### config.mk
export PLATFORM = sky130hd
export DESIGN_NAME = sipo_load_top
export DESIGN_NICKNAME = d
export VERILOG_FILES = /design/src/rtl/sipo_ctrl_pkg.sv /design/src/rtl/dff_param.sv /design/src/rtl/sipo_bit_counter.sv /design/src/rtl/sipo_load_top.sv /design/src/rtl/sipo_load_ctrl.sv
export SDC_FILE = /design/constraint.sdc
export NUM_CORES = 1
export LEC_CHECK = 0
export CORE_MARGIN = 2
export CORE_UTILIZATION = 52
export CTS_CLUSTER_DIAMETER = 120
export DETAILED_ROUTE_END_ITERATION = 6
export PLACE_DENSITY = 0.79
export SLEW_MARGIN = 20
export SYNTH_ARGS = -nofsm -noshare
export SYNTH_HDL_FRONTEND = slang
export SYNTH_SLANG_ARGS = --single-unit
### constraint.sdc
create_clock -name sipo_load_top_port_clk -period 2.02 [get_ports sipo_load_top_port_clk]
set_input_delay 0.404 -clock sipo_load_top_port_clk [delete_from_list [all_inputs] [get_ports sipo_load_top_port_clk]]
set_output_delay 0.404 -clock sipo_load_top_port_clk [all_outputs]
set_load 0.05 [all_outputs]
### src/rtl/sipo_ctrl_pkg.sv
// Shared definitions for the serial-in/parallel-out load sequencer:
// FSM state encoding and the bit-counter width helper.
package sipo_ctrl_pkg;

  typedef enum logic [1:0] {
    IDLE  = 2'd0,
    SHIFT = 2'd1,
    CHECK = 2'd2,
    DONE  = 2'd3
  } state_e;

  function automatic int unsigned cnt_width(input int unsigned size);
    return $clog2(size);
  endfunction

endpackage

### src/rtl/dff_param.sv
// Parameterized serial-in/parallel-out shift register: shifts si into the LSB
// on every enabled rising edge.
module dff_param #(
  parameter int unsigned SIZE = 16
) (
  input  logic            dff_param_port_clk,
  input  logic            dff_param_port_rst,
  input  logic            dff_param_port_en,
  input  logic            dff_param_port_si,
  output logic [SIZE-1:0] dff_param_port_p
);

  logic [SIZE-1:0] p_q, p_d;

  always_comb begin
    p_d = p_q;
    if (dff_param_port_en) p_d = {p_q[SIZE-2:0], dff_param_port_si};
  end

  always_ff @(posedge dff_param_port_clk or posedge dff_param_port_rst) begin
    if (dff_param_port_rst) p_q <= '0;
    else                    p_q <= p_d;
  end

  assign dff_param_port_p = p_q;

endmodule

### src/rtl/sipo_bit_counter.sv
// Up-counter with synchronous clear and enable; saturates at LAST and flags
// terminal count so the shift sequence can never run past the word width.
module sipo_bit_counter #(
  parameter int unsigned W    = 4,
  parameter int unsigned LAST = 15
) (
  input  logic         clk,
  input  logic         rst,
  input  logic         clr,
  input  logic         en,
  output logic [W-1:0] cnt,
  output logic         tc
);

  logic [W-1:0] cnt_q, cnt_d;

  assign tc  = (cnt_q == W'(LAST));
  assign cnt = cnt_q;

  always_comb begin
    cnt_d = cnt_q;
    if (clr)
      cnt_d = '0;
    else if (en && !tc)
      cnt_d = cnt_q + W'(1);
  end

  always_ff @(posedge clk or posedge rst) begin
    if (rst) cnt_q <= '0;
    else     cnt_q <= cnt_d;
  end

endmodule

### src/rtl/sipo_load_top.sv
// Integration wrapper: load sequencer tied to its shift-register datapath.
module sipo_load_top #(
  parameter int unsigned SIZE = 16
) (
  input  logic            sipo_load_top_port_clk,
  input  logic            sipo_load_top_port_rst,
  input  logic            sipo_load_top_port_in_valid,
  output logic            sipo_load_top_port_in_ready,
  input  logic [SIZE-1:0] sipo_load_top_port_in_data,
  input  logic            sipo_load_top_port_abort,
  output logic            sipo_load_top_port_out_valid,
  input  logic            sipo_load_top_port_out_ready,
  output logic [SIZE-1:0] sipo_load_top_port_out_data,
  output logic            sipo_load_top_port_out_err
);

  logic            sr_en;
  logic            sr_si;
  logic [SIZE-1:0] sr_p;

  sipo_load_ctrl #(.SIZE(SIZE)) u_ctrl (
    .sipo_load_ctrl_port_clk       (sipo_load_top_port_clk),
    .sipo_load_ctrl_port_rst       (sipo_load_top_port_rst),
    .sipo_load_ctrl_port_in_valid  (sipo_load_top_port_in_valid),
    .sipo_load_ctrl_port_in_ready  (sipo_load_top_port_in_ready),
    .sipo_load_ctrl_port_in_data   (sipo_load_top_port_in_data),
    .sipo_load_ctrl_port_abort     (sipo_load_top_port_abort),
    .sipo_load_ctrl_port_sr_en     (sr_en),
    .sipo_load_ctrl_port_sr_si     (sr_si),
    .sipo_load_ctrl_port_sr_p      (sr_p),
    .sipo_load_ctrl_port_out_valid (sipo_load_top_port_out_valid),
    .sipo_load_ctrl_port_out_ready (sipo_load_top_port_out_ready),
    .sipo_load_ctrl_port_out_data  (sipo_load_top_port_out_data),
    .sipo_load_ctrl_port_out_err   (sipo_load_top_port_out_err)
  );

  dff_param #(.SIZE(SIZE)) u_sr (
    .dff_param_port_clk (sipo_load_top_port_clk),
    .dff_param_port_rst (sipo_load_top_port_rst),
    .dff_param_port_en  (sr_en),
    .dff_param_port_si  (sr_si),
    .dff_param_port_p   (sr_p)
  );

endmodule

### src/rtl/sipo_load_ctrl.sv
// Loads a word MSB-first into the attached shift register, reads the parallel
// output back, and returns it with a mismatch flag over a valid/ready port.
module sipo_load_ctrl
  import sipo_ctrl_pkg::*;
#(
  parameter int unsigned SIZE = 16
) (
  input  logic            sipo_load_ctrl_port_clk,
  input  logic            sipo_load_ctrl_port_rst,
  input  logic            sipo_load_ctrl_port_in_valid,
  output logic            sipo_load_ctrl_port_in_ready,
  input  logic [SIZE-1:0] sipo_load_ctrl_port_in_data,
  input  logic            sipo_load_ctrl_port_abort,
  output logic            sipo_load_ctrl_port_sr_en,
  output logic            sipo_load_ctrl_port_sr_si,
  input  logic [SIZE-1:0] sipo_load_ctrl_port_sr_p,
  output logic            sipo_load_ctrl_port_out_valid,
  input  logic            sipo_load_ctrl_port_out_ready,
  output logic [SIZE-1:0] sipo_load_ctrl_port_out_data,
  output logic            sipo_load_ctrl_port_out_err
);

  localparam int unsigned CW = cnt_width(SIZE);

  state_e          state_q, state_d;
  logic [SIZE-1:0] hold_q, hold_d;
  logic [SIZE-1:0] out_data_q, out_data_d;
  logic            out_err_q, out_err_d;
  logic [CW-1:0]   cnt;
  logic            cnt_last;
  logic [CW-1:0]   bit_idx;
  logic            in_shift;

  assign in_shift = (state_q == SHIFT);

  // Counter is held at zero outside SHIFT, so every load starts from bit 0.
  sipo_bit_counter #(
    .W    (CW),
    .LAST (SIZE - 1)
  ) u_cnt (
    .clk (sipo_load_ctrl_port_clk),
    .rst (sipo_load_ctrl_port_rst),
    .clr (!in_shift),
    .en  (in_shift),
    .cnt (cnt),
    .tc  (cnt_last)
  );

  assign bit_idx = CW'(SIZE - 1) - cnt;

  always_comb begin
    state_d    = state_q;
    hold_d     = hold_q;
    out_data_d = out_data_q;
    out_err_d  = out_err_q;
    case (state_q)
      IDLE: begin
        if (sipo_load_ctrl_port_in_valid) begin
          hold_d  = sipo_load_ctrl_port_in_data;
          state_d = SHIFT;
        end
      end
      SHIFT: begin
        if (sipo_load_ctrl_port_abort) state_d = IDLE;
        else if (cnt_last)             state_d = CHECK;
      end
      CHECK: begin
        if (sipo_load_ctrl_port_abort) begin
          state_d = IDLE;
        end else begin
          out_data_d = sipo_load_ctrl_port_sr_p;
          out_err_d  = (sipo_load_ctrl_port_sr_p != hold_q);
          state_d    = DONE;
        end
      end
      DONE: begin
        if (sipo_load_ctrl_port_out_ready) state_d = IDLE;
      end
      default: state_d = IDLE;
    endcase
  end

  always_ff @(posedge sipo_load_ctrl_port_clk or posedge sipo_load_ctrl_port_rst) begin
    if (sipo_load_ctrl_port_rst) begin
      state_q    <= IDLE;
      hold_q     <= '0;
      out_data_q <= '0;
      out_err_q  <= 1'b0;
    end else begin
      state_q    <= state_d;
      hold_q     <= hold_d;
      out_data_q <= out_data_d;
      out_err_q  <= out_err_d;
    end
  end

  assign sipo_load_ctrl_port_in_ready  = (state_q == IDLE);
  assign sipo_load_ctrl_port_sr_en     = in_shift;
  assign sipo_load_ctrl_port_sr_si     = in_shift & hold_q[bit_idx];
  assign sipo_load_ctrl_port_out_valid = (state_q == DONE);
  assign sipo_load_ctrl_port_out_data  = out_data_q;
  assign sipo_load_ctrl_port_out_err   = out_err_q;

endmodule

==> results of run 1 <==
-- flip-flops by register name, indices dropped and copies added, names as in the netlist --
| signal | cells |
|---|---|
| u_ctrl.hold_q | 16 |
| u_ctrl.sipo_load_ctrl_port_out_data | 16 |
| u_ctrl.sipo_load_ctrl_port_out_err | 1 |
| u_sr.dff_param_port_p | 16 |
| u_ctrl.state_q | 2 |
| u_ctrl.u_cnt.cnt | 4 |
-- final cells by class --
type | instances | area share [%]
clock buffers | 5 | 2.28
clock inverters | 3 | 1.45
inverters | 2 | 0.249
multi-input cells | 101 | 33.3
flip-flops and latches | 55 | 45.6
well taps | 52 | 2.16
repair buffers | 46 | 14.9
-- critical path: stages, from the launching register on --
cell and delay (ns):
dfrtp_1 0.48, mux4_1 0.60, mux4_2 0.47, mux2_2 0.27
-- stage by stage --
stage / hold slack, ns / power, mW
finish: 0.450 / 3.28
global route: 0.478 / 3.47
CTS: 0.462 / 3.31
detailed placement: 0.494 / 2.58
global placement: 0.491 / 2.51
floorplan: 0.506 / 2.29
-- logic make-up (layout without fill, tap and decap cells) --
family	Yosys count	after routing
multiplexers	54	54
flip-flops	55	55
buffers and inverters	9	56
AND/OR/NAND/NOR	23	23
AO/OA/AOI/OAI	6	6
adder cells (fa/ha/maj)	1	1
XOR/XNOR	17	17
-- how the worst max path moves through the flow --
stage,startpoint,to,cells after the start
2_1_floorplan,u_ctrl.u_cnt.cnt[0],u_sr.dff_param_port_p[0],4
3_3_place_gp,sipo_load_top_port_in_valid,u_ctrl.hold_q[15],5
3_5_place_dp,u_ctrl.u_cnt.cnt[0],u_sr.dff_param_port_p[0],3
4_1_cts,u_ctrl.u_cnt.cnt[0],u_sr.dff_param_port_p[0],3
5_1_grt,u_ctrl.u_cnt.cnt[0],u_sr.dff_param_port_p[0],3
6_report,u_ctrl.u_cnt.cnt[0],u_sr.dff_param_port_p[0],3
-- power groups by stage --
stage	Sequential (mW)	Combinational, mW	Clock [mW]
after global routing	1.75	0.922	0.796
after floorplan	1.62	0.670	0
after global placement	1.70	0.810	0
final	1.70	0.851	0.726
after detailed placement	1.73	0.855	0
after CTS	1.70	0.863	0.742
-- routing by layer --
layer / share of wire (%) / track usage [%] / up-vias
met5: 0 / 0 / -
met4: 0.87 / 5.87 / 0
met3: 3.3 / 4.44 / 4
met2: 53 / 35.2 / 29
met1: 42 / 25.7 / 751
li1: - / - / 682
-- cells in the mapped netlist --
| master | count | share of area, % |
|---|---|---|
| o211ai_1 | 1 | 0.31 |
| o21ai_0 | 1 | 0.21 |
| o31ai_1 | 1 | 0.31 |
| nor3_1 | 2 | 0.41 |
| nor2b_1 | 2 | 0.52 |
| dfrtp_1 | 55 | 57 |
| a31oi_1 | 2 | 0.52 |
| buf_6 | 1 | 0.47 |
| nor2_1 | 6 | 0.93 |
| nand2_1 | 2 | 0.31 |
| nand4_1 | 4 | 1.0 |
| mux2i_1 | 1 | 0.41 |
| nand3_1 | 2 | 0.41 |
| xnor2_1 | 17 | 6.2 |
| a21oi_1 | 1 | 0.21 |
| mux4_1 | 4 | 4.3 |
| inv_1 | 2 | 0.31 |
| nor4_1 | 1 | 0.26 |
| nand2b_1 | 1 | 0.26 |
| buf_2 | 2 | 0.41 |
| ha_1 | 1 | 0.52 |
| nor3b_1 | 2 | 0.62 |
| mux2_2 | 48 | 22 |
| and2_1 | 1 | 0.26 |
| mux4_2 | 1 | 0.93 |
| clkbuf_1 | 4 | 0.62 |
==> impl_metrics.yaml, run 1 <==
run_status:
  status: "complete, no violations"
cells_and_area:
  fin_area_sq_um: 3020
  multi_input_area_sq_um: 1000
  final_common_cell: "dfrtp_1"
  area.sequential_sq_um: 1380
  final_cell_mix: "dfrtp_1, mux2_2, clkdlybuf4s50_1, xnor2_1, buf_4"
  final.fill_count: 310
  antenna_cells: 0
  syn_to_final_growth_pct: 24.7
  fin_cells: 264
  drive_above_1_share_pct: 32.1
  fin_util_pct: 68.3
  nNetsFinal: 233
routing:
  drc_errors: 0
  drtIter0Drc: 76
  first_pass_iters: 4
  route.detailed.wl_per_inst_um: 18.2
  ant_nets: 0
  wl_um: 4810
  vias_per_cell: 5.55
  num_vias: 1466
power:
  power.density_nw_per_um2: 1090
  power.share.switching_pct: 30.3
  pwr-share-comb_pct: 25.9
  p_leak_nw: 1.30
  pwr-share-clk_pct: 22.1
  vdd_drop_max_mv: 0.597
  intPower_mw: 2.29
  pwr-share-seq_pct: 51.9
  p_sw_uw: 994
cts:
  numClockSinks: 55
  cts_tree: "built"
  h-tree-depth: 2
  clk_pin_slew_worst_paths_ns: 0.10
  ctsResizeCount: 0
  cts_setup_buffers: 0
  insertion_delay_ns: 0.31
  cts_made_buffers: 5
  holdBufCountCts: 0
  cts_root_buffer: "clkbuf_8"
  cts.path.max_buffers: 2
place:
  hpwl_um: 3540
  place_area_sq_um: 2900
  port_buffers: 39
  place_inst: 256
  pre_cts_ws_ns: 0.111
  place_congestion: 0.767
yosys:
  synthSimpleGateAreaFrac_pct: 5.02
  synth_top_family_by_area: "multiplexers"
  synthCells: 165
  avgSynthCellArea_sq_um: 14.7
  synth.distinct_cells: 26
  synth_compound_area_share_pct: 1.55
  seq_area_frac_synth_pct: 56.9
  synthXorXnorAreaFrac_pct: 6.16
  ys_warn_count: 0
  ys_seq_elements: 55
  syn_nets: 187
  synthMuxAreaShare_pct: 28.0
  syn-cell-area_sq_um: 2420
  synthAdderAreaFrac_pct: 0.517
die:
  start_util_pct: 54.8
  ios: 40
  die_height_um: 72.2
  core_sq_um: 4410
  die_x_um: 72.2
  row_count: 24
  die-area_sq_um: 5210
global_route:
  grt.total_usage_pct: 20.3
  antenna_found_initial: 0
  grt_first_pass_wirelength_um: 8030
  grt_max_degree: 56
  gr-total-overflow: 0
  grt_pass1_vias: 1613
sta:
  setup_viol: 0
  slew_headroom_pct: 65.6
  tightestPinTransition_ns: 0.514
  slew_viol_final: 0
  max_freq_mhz: 522
  finalHoldViolations: 0
  layout_setup_ws_ns: 0.103
  rsz0062_at_grt: "false"
  finClkSkew_ns: 0.00627
  fin_crit_sh_pct: 94.9
  fin_crit_ns: 1.92
  timing.setup.tns_ns: 0
worst_setup_path:
  start_kind: "flip-flop"
  arrival_ns: 2.12
  cp_max_fo: 5
  timing.rr.end: "u_sr.dff_param_port_p[0]"
  r2r_cells: 3
  critPathKind: "flip-flop to flip-flop"
  endpoint_kind: "flip-flop"
  rrSetupSlack_ns: 0.10
  r2r-start: "u_ctrl.u_cnt.cnt[0]"
  cp_data_required_time_ns: 2.22
flow_run:
  drv_cap: 0
worst_hold_path:
  hold_class: "primary input to asynchronous set/reset pin"
(Power assumes the default switching activity.)
==> inputs of run 2 (changes only) <==
Settings changed: CORE_MARGIN 2 to 5.
==> impl_metrics.yaml, run 2 (synthesized netlist as in run 1, its figures left out) <==
run_status:
  status: "complete, no violations"
routing:
  drtIter0Drc: 94
  drc_errors: 0
  route.detailed.wl_per_inst_um: 18.0
  vias_per_cell: 5.73
  num_vias: 1490
  ant_nets: 0
  wl_um: 4690
  first_pass_iters: 4
cts:
  cts_setup_buffers: 0
  cts_tree: "built"
  insertion_delay_ns: 0.30
  clk_pin_slew_worst_paths_ns: 0.08
  numClockSinks: 55
  cts.path.max_buffers: 2
  h-tree-depth: 2
  cts_root_buffer: "clkbuf_8"
  cts_made_buffers: 5
  holdBufCountCts: 0
cells_and_area:
  final_common_cell: "dfrtp_1"
  nNetsFinal: 231
  final.fill_count: 353
  drive_above_1_share_pct: 30.8
  area.sequential_sq_um: 1380
  syn_to_final_growth_pct: 23.0
  fin_util_pct: 66.9
  final_cell_mix: "dfrtp_1, mux2_2, clkdlybuf4s50_1, xnor2_1, nor2_1"
  antenna_cells: 0
  multi_input_area_sq_um: 1000
global_route:
  gr-total-overflow: 0
  grt.total_usage_pct: 16.9
  grt_first_pass_wirelength_um: 8060
  antenna_found_initial: 0
  grt_pass1_vias: 1561
  grt_max_degree: 56
worst_setup_path:
  start_kind: "flip-flop"
  r2r-start: "u_ctrl.u_cnt.cnt[0]"
  cp_data_required_time_ns: 2.21
  timing.rr.end: "u_sr.dff_param_port_p[0]"
  critPathKind: "flip-flop to flip-flop"
  rrSetupSlack_ns: 0.12
  cp_max_fo: 8
  arrival_ns: 2.09
  r2r_cells: 3
  endpoint_kind: "flip-flop"
  cp-startpoint: "u_ctrl.u_cnt.cnt[0]"
sta:
  rsz0062_at_grt: "false"
  fin_crit_ns: 1.90
  max_freq_mhz: 526
  finClkSkew_ns: 0.00308
  hold_ws_ns: 0.477
  fin_crit_sh_pct: 94.1
  slew_headroom_pct: 66.2
  layout_setup_ws_ns: 0.120
  setup_viol: 0
  timing.setup.tns_ns: 0
  tightestPinTransition_ns: 0.505
  slew_viol_final: 0
  finalHoldViolations: 0
die:
  die_x_um: 78.2
  row_count: 24
  die_height_um: 78.2
  ios: 40
  core_sq_um: 4440
  die-area_sq_um: 6120
  start_util_pct: 54.4
power:
  power.share.switching_pct: 30.6
  p_leak_nw: 1.27
  power.density_nw_per_um2: 1040
  fin_total_pwr_mw: 3.10
  vdd_drop_max_mv: 0.598
  p_sw_uw: 948
  pwr-share-clk_pct: 17.4
  pwr-share-comb_pct: 27.2
  intPower_mw: 2.15
  pwr-share-seq_pct: 55.4
place:
  pre_cts_ws_ns: 0.0415
  hpwl_um: 3490
  place_congestion: 0.836
  port_buffers: 39
flow_run:
  drv_cap: 0
worst_hold_path:
  hold_class: "primary input to asynchronous set/reset pin"
[run 2: worst max-delay path by stage]
stage | end | cells past startpoint
2_1_floorplan | u_sr.dff_param_port_p[0] | 4
3_3_place_gp | u_sr.dff_param_port_p[0] | 3
3_5_place_dp | u_sr.dff_param_port_p[0] | 3
4_1_cts | u_sr.dff_param_port_p[0] | 3
5_1_grt | u_sr.dff_param_port_p[0] | 3
6_report | u_sr.dff_param_port_p[0] | 3
[run 2: cell type report]
class	instances	share of cell area, %
flip-flops and latches	55	46.3
multi-input cells	101	33.7
repair buffers	44	15.1
clock buffers	6	2.44
well taps	52	2.19
inverters	2	0.252
[run 2: layer usage]
metal  routed length [um]  vias up  global-route usage (%)
li1                     -      677                       -
met1                 1980      764                    22.1
met2                 2380       40                    27.6
met3                  234        9                    4.58
met4                   92        0                    5.24
met5                    0        -                       0
[run 2: repair_timing]
| action | CTS | global route |
|---|---|---|
| resized for setup | 0 | 1 |
| setup endpoints to repair | 0 | 1 |
| hold endpoints to repair | 0 | 0 |
[run 2: power groups by stage]
stage | clock network (mW) | registers [mW] | logic (mW)
floorplan | 0 | 1.62 | 0.670
global placement | 0 | 1.71 | 0.815
detailed placement | 0 | 1.74 | 0.843
CTS | 0.564 | 1.71 | 0.850
global route | 0.611 | 1.76 | 0.919
finish | 0.540 | 1.71 | 0.842
[run 2: through the flow]
stage,cell area (sq um),instances
after floorplan,2420,165
after CTS,2970,260
final,2970,260
after global placement,2900,254
after detailed placement,2900,254
after global routing,2970,260
[run 2: critical path, cell delays in order (launching register included)]
cell	delay (ns)
dfrtp_2	0.47
mux4_1	0.58
mux4_2	0.47
mux2_2	0.27
